[config.mk]
export PLATFORM = sky130hd
export DESIGN_NAME = rv_ctl_ws
export DESIGN_NICKNAME = d
export VERILOG_FILES = /design/src/rtl/rv_ctl_ws.sv
export SDC_FILE = /design/constraint.sdc
export NUM_CORES = 1
export LEC_CHECK = 0
export BUFFER_PORTS_ARGS = -buffer_cell sky130_fd_sc_hd__buf_2
export CAP_MARGIN = 15
export CORE_ASPECT_RATIO = 1.75
export CORE_MARGIN = 5
export CORE_UTILIZATION = 48
export CTS_BUF_LIST = sky130_fd_sc_hd__clkbuf_2 sky130_fd_sc_hd__clkbuf_4 sky130_fd_sc_hd__clkbuf_8
export DETAILED_ROUTE_END_ITERATION = 8
export PLACE_DENSITY = 0.84
export SETUP_SLACK_MARGIN = 0.2
export SLEW_MARGIN = 40
export SYNTH_ARGS = -nofsm -noshare
export SYNTH_HDL_FRONTEND = slang
export SYNTH_SLANG_ARGS = --single-unit
[constraint.sdc]
create_clock -name clk -period 2 [get_ports clk]
set_input_delay 0.1 -clock clk [delete_from_list [all_inputs] [get_ports clk]]
set_output_delay 0.1 -clock clk [all_outputs]
set_load 0.02 [all_outputs]
[src/rtl/rv_ctl_ws.sv]
// Multi-cycle RV32 subset control FSM with memory wait states and a sticky
// timeout fault; the datapath select encodings mirror the shared params.inc values.
module rv_ctl_ws #(
    parameter int MEM_TIMEOUT = 16,
    parameter bit EN_BNE      = 1'b1
) (
    input  logic        clk,
    input  logic        rst,
    input  logic [31:0] instr,
    input  logic        zero,
    input  logic        mem_ready,
    output logic        mem_req,
    output logic        memrw,
    output logic        pcsource,
    output logic        pcwrite,
    output logic        pccen,
    output logic        irwrite,
    output logic        regwen,
    output logic        mdrwrite,
    output logic [1:0]  wbsel,
    output logic [1:0]  immsel,
    output logic [1:0]  asel,
    output logic [1:0]  bsel,
    output logic [3:0]  alusel,
    output logic        fault,
    output logic [3:0]  state_o
);
    localparam logic [3:0] S_FETCH = 4'd0, S_DECODE = 4'd1, S_ADDR = 4'd2, S_MEM_RD = 4'd3,
                           S_MEM_WB = 4'd4, S_MEM_WR = 4'd5, S_RTYPE = 4'd6, S_ITYPE = 4'd7,
                           S_ALU_WB = 4'd8, S_BRANCH = 4'd9, S_JAL = 4'd10, S_JALR = 4'd11,
                           S_FAULT = 4'd12;

    localparam logic       PC_INC = 1'b0, PC_ALU = 1'b1;
    localparam logic [1:0] WB_ALUOUT = 2'd0, WB_MDR = 2'd1, WB_PC = 2'd2;
    localparam logic [1:0] IMM_L = 2'd0, IMM_S = 2'd1, IMM_B = 2'd2;
    localparam logic [1:0] ALUA_REG = 2'd0, ALUA_PCC = 2'd1;
    localparam logic [1:0] ALUB_REG = 2'd0, ALUB_IMM = 2'd1;
    localparam logic [3:0] ALU_ADD = 4'd0, ALU_SUB = 4'd1;

    localparam logic [6:0] OP_LOAD = 7'b0000011, OP_STORE = 7'b0100011, OP_IMM = 7'b0010011,
                           OP_REG = 7'b0110011, OP_BRANCH = 7'b1100011, OP_JAL = 7'b1101111,
                           OP_JALR = 7'b1100111;

    logic [3:0] state_q, state_d;
    logic [7:0] cnt_q, cnt_d;
    logic [8:0] cnt_inc;
    logic       timeout;
    logic [6:0] opcode;
    logic [2:0] funct3;
    logic       is_lw, is_sw, is_addi, is_alu, is_beq, is_bne, is_jal, is_jalr;
    logic       unused_instr_bits;

    assign opcode  = instr[6:0];
    assign funct3  = instr[14:12];
    assign is_lw   = (opcode == OP_LOAD)   && (funct3 == 3'b010);
    assign is_sw   = (opcode == OP_STORE)  && (funct3 == 3'b010);
    assign is_addi = (opcode == OP_IMM)    && (funct3 == 3'b000);
    assign is_alu  = (opcode == OP_REG);
    assign is_beq  = (opcode == OP_BRANCH) && (funct3 == 3'b000);
    assign is_bne  = EN_BNE && (opcode == OP_BRANCH) && (funct3 == 3'b001);
    assign is_jal  = (opcode == OP_JAL);
    assign is_jalr = (opcode == OP_JALR)   && (funct3 == 3'b000);
    assign unused_instr_bits = ^{instr[31], instr[29:15], instr[11:7]};

    // Timeout fires on the wait cycle whose increment would reach MEM_TIMEOUT.
    assign cnt_inc = {1'b0, cnt_q} + 9'd1;
    assign timeout = (cnt_inc == 9'(MEM_TIMEOUT));

    always_comb begin
        state_d  = state_q;
        cnt_d    = cnt_q;
        mem_req  = 1'b0;
        memrw    = 1'b0;
        pcsource = PC_INC;
        pcwrite  = 1'b0;
        pccen    = 1'b0;
        irwrite  = 1'b0;
        regwen   = 1'b0;
        mdrwrite = 1'b0;
        wbsel    = WB_PC;
        immsel   = IMM_B;
        asel     = ALUA_REG;
        bsel     = ALUB_REG;
        alusel   = ALU_ADD;
        case (state_q)
            S_FETCH: begin
                mem_req = 1'b1;
                if (mem_ready) begin
                    irwrite = 1'b1;
                    pcwrite = 1'b1;
                    pccen   = 1'b1;
                    state_d = S_DECODE;
                end else if (timeout) begin
                    state_d = S_FAULT;
                end
            end
            S_DECODE: begin
                asel = ALUA_PCC;
                bsel = ALUB_IMM;
                if (is_lw || is_sw)         state_d = S_ADDR;
                else if (is_addi)           state_d = S_ITYPE;
                else if (is_alu)            state_d = S_RTYPE;
                else if (is_beq || is_bne)  state_d = S_BRANCH;
                else if (is_jal)            state_d = S_JAL;
                else if (is_jalr)           state_d = S_JALR;
                else                        state_d = S_FETCH;
            end
            S_ADDR: begin
                bsel    = ALUB_IMM;
                immsel  = is_sw ? IMM_S : IMM_L;
                state_d = is_sw ? S_MEM_WR : S_MEM_RD;
            end
            S_MEM_RD: begin
                mem_req = 1'b1;
                if (mem_ready) begin
                    mdrwrite = 1'b1;
                    state_d  = S_MEM_WB;
                end else if (timeout) begin
                    state_d = S_FAULT;
                end
            end
            S_MEM_WB: begin
                wbsel   = WB_MDR;
                regwen  = 1'b1;
                state_d = S_FETCH;
            end
            S_MEM_WR: begin
                mem_req = 1'b1;
                memrw   = 1'b1;
                if (mem_ready)    state_d = S_FETCH;
                else if (timeout) state_d = S_FAULT;
            end
            S_RTYPE: begin
                alusel  = {funct3, instr[30]};
                state_d = S_ALU_WB;
            end
            S_ITYPE: begin
                bsel    = ALUB_IMM;
                immsel  = IMM_L;
                state_d = S_ALU_WB;
            end
            S_ALU_WB: begin
                wbsel   = WB_ALUOUT;
                regwen  = 1'b1;
                state_d = S_FETCH;
            end
            S_BRANCH: begin
                alusel   = ALU_SUB;
                pcsource = PC_ALU;
                pcwrite  = is_beq ? zero : ~zero;
                state_d  = S_FETCH;
            end
            S_JAL, S_JALR: begin
                asel     = (state_q == S_JAL) ? ALUA_PCC : ALUA_REG;
                immsel   = (state_q == S_JAL) ? IMM_B : IMM_L;
                bsel     = ALUB_IMM;
                pcsource = PC_ALU;
                pcwrite  = 1'b1;
                regwen   = 1'b1;
                wbsel    = WB_PC;
                state_d  = S_FETCH;
            end
            default: state_d = S_FAULT;
        endcase
        // Any state change restarts the wait count for the next memory phase.
        if (state_d != state_q)
            cnt_d = '0;
        else if (mem_req && !mem_ready)
            cnt_d = cnt_inc[7:0];
    end

    always_ff @(posedge clk) begin
        if (rst) begin
            state_q <= S_FETCH;
            cnt_q   <= '0;
        end else begin
            state_q <= state_d;
            cnt_q   <= cnt_d;
        end
    end

    assign fault   = (state_q == S_FAULT);
    assign state_o = state_q;
endmodule

==> flow_metrics.tcl <==
set metrics [dict create \
    synth_edf_count 0 \
    max_cap_viol_count 0 \
    outcome "finished, final reports clean" \
    hold_buffers 0 \
    hp-class "input port to register" \
    drc_errors 0 \
    clock-root-buffer "clkbuf_8" \
    insertion_delay_ns 0.24 \
    htreeDepth 1 \
    top_layer_used "met4" \
    ir_drop_mv 0.4406 \
    yosys_most_used_dff "dfxtp_1" \
    first_global_vias 1458 \
    setup_slack_ns 0.1184 \
    cp.arrival_ns 2.01 \
    worstHoldPathCells 2 \
    synth_top_family_by_area "simple AND/OR/NAND/NOR gates" \
    synth_cells 171 \
    insertedDiodeCount 0 \
    setup_viol 0 \
    fin_crit_sh_pct 94.08 \
    finalHoldViolations 0 \
    drt_iter0_drc 33 \
    grt_overflow 0 \
    synth_compound_area_share_pct 24.10 \
    ys_warn_count 0 \
    ys_types 48 \
    drt-total-wl_mm 3.818 \
    ys_ff_latch 12 \
    nets 266 \
    grt_antenna_before_repair 0 \
    track_usage_pct 19.09 \
    synthXorXnorAreaFrac_pct 6.275 \
    ff2ff_path_depth 7 \
    finalMaxSlewViolations 0 \
    yosysMostFrequentCell "nor2_1" \
    synthTopCellsByArea "dfxtp_1, nor2_1, xor2_1, a21oi_1, nand2_1" \
    clkSinkCount 12 \
    portBuffers 37 \
    crit_type "register to register" \
    cp_max_fo 8 \
    met1_length_mm 1.256 \
    synth.top_cell.area_share_pct 19.12 \
    synth.avg_cell_area_um2 7.346 \
    die_y_um 77.68 \
    min_period_ns 1.882 \
    power_density_mw_per_mm2 364.3 \
    grt_max_degree 17 \
    fin_skew_ns 0.001194 \
    num_vias 1486 \
    rsz0062_at_grt "yes" \
    n_fill_cell 207 \
    routed-wl-met2_mm 2.217 \
    wire_per_inst_um 15.09 \
    die_area_mm2 0.003780 \
    required_ns 2.13 \
    io_pins 61 \
    cts_made_buffers 3 \
    ant_nets 0 \
    start_util_pct 50.40 \
    gp_congestion 0.8827 \
    drt-pass1-iter-count 4 \
    pre_cts_ws_ns 0.06653 \
    fmax_mhz 531.5 \
    p_total_mw 0.6391 \
    holdWs_ns 0.08954 \
    cts_buffer_depth 2 \
    areaGrowthSynthToFinish_pct 39.64 \
    drive_gt1_share_pct 41.85 \
    grt_pass1_wl_mm 6.085 \
    crit_path_end_kind "register" \
    start_kind "register" \
    yosysTopAreaCell "dfxtp_1" \
    num_rows 24 \
    leakage_nw 0.7788 \
    synthArstFlopShare_pct 0 \
    dr_wl_met3_um 264 \
    fp.dieW_um 48.67 \
    core_mm2 0.002492 \
    synth-simple-area-share_pct 39.84 \
    seq_area_frac_synth_pct 19.12 \
    cts_tree "yes" \
    cts.reportedPaths.clkPinSlew_ns 0.05 \
    dp_hpwl_mm 2.783 \
    synth_area_mm2 0.001256 \
    vias_per_cell 5.874 \
    synthAdderAreaFrac_pct 0.9960 \
    yosys-top-cells-count "nor2_1, dfxtp_1, nand2_1" \
    synthMuxAreaShare_pct 1.594 \
]
==> cells in the final DEF, fill, tap and decap left out, types with 3 or more instances in the layout <==
cell | netlist | layout
buf_2 | 0 | 37
buf_4 | 4 | 28
nor2_1 | 27 | 20
nand2_1 | 12 | 12
a21oi_1 | 10 | 10
nor2_2 | 0 | 6
and3_1 | 6 | 6
nand3_1 | 6 | 6
xor2_1 | 7 | 6
and2_1 | 6 | 6
o21ai_0 | 5 | 5
dfxtp_2 | 0 | 5
dfxtp_1 | 12 | 5
nand2b_1 | 4 | 4
nor3_1 | 4 | 4
inv_1 | 4 | 4
nand4_1 | 4 | 4
and3b_1 | 3 | 3
nand3b_1 | 3 | 3
o211ai_1 | 3 | 3
nor3b_1 | 3 | 3
clkbuf_8 | 0 | 3
==> power by group <==
part	switching [mW]	leakage (nW)	internal, mW
clock network	0.0834	0.0216	0.132
logic	0.102	0.656	0.0753
registers	0.00489	0.101	0.241
total	0.191	0.779	0.448
==> through the flow <==
step	util [%]	instance area [µm²]	setup TNS (ns)	std cells
global route	70.38	1754	-0.001773	253
finish	70.38	1754	0	253
floorplan	-	1286	0	172
CTS	68.12	1698	0	252
global placement	63.35	1579	0	244
detailed placement	63.35	1579	0	244
==> state kept, by name (all words and copies together), names as in the netlist <==
| name | cells |
|---|---|
| cnt_q | 8 |
| state_o | 4 |
==> cell families (layout without fill, tap and decap cells) <==
group | Yosys count | after routing
DFF | 12 | 12
xor gates and xnor gates | 9 | 9
other | 1 | 2
buffers and inverters | 18 | 73
and+or+nand+nor | 90 | 90
adders and majority gates | 1 | 1
muxes | 2 | 2
AOI/OAI and AO/OA | 38 | 38
==> per-layer routing <==
metal  vias to the layer above  track usage, %
met2                        59           40.18
met1                       684           16.63
met3                        10           2.874
met5                         -               0
li1                        733               -
met4                         0           7.817
==> worst max-delay path, stage by stage, from the launching register on <==
cell and delay [ns]:
dfxtp_4 0.37, or4_1 0.59, o2bb2ai_4 0.22, buf_4 0.15
a211oi_2 0.03, o211ai_2 0.19, buf_6 0.17, nor2_1 0.05
==> timing repair <==
action                                  CTS  global route
pin swaps                                 9             3
setup buffers                             5             1
endpoints found under the hold margin     0             0
gates resized for setup                  11            13
endpoints found under the setup margin   10            12
==> worst paths after layout <==
| kind | from | to | slack (ns) |
|---|---|---|---|
| worst min-delay path | rst | state_o[3]$_SDFF_PP0_ | 0.09 |
| worst min register to register | cnt_q[5]$_SDFFE_PP0P_ | cnt_q[5]$_SDFFE_PP0P_ | 0.53 |
| worst max-delay path | state_o[1]$_SDFF_PP0_ | cnt_q[5]$_SDFFE_PP0P_ | 0.12 |
| worst max register to register | state_o[1]$_SDFF_PP0_ | cnt_q[5]$_SDFFE_PP0P_ | 0.12 |
==> final cells by class <==
cell class / count / area (µm²) / share of cell area, %
Multi-Input combinational cell: 142 / 1005 / 57.28
Timing Repair Buffer: 66 / 406.6 / 23.18
Sequential cell: 12 / 254.0 / 14.48
Clock buffer: 3 / 41.29 / 2.354
Tap cell: 26 / 32.53 / 1.854
Inverter: 4 / 15.01 / 0.8559
Note: power is estimated with default switching activity, not from simulation.
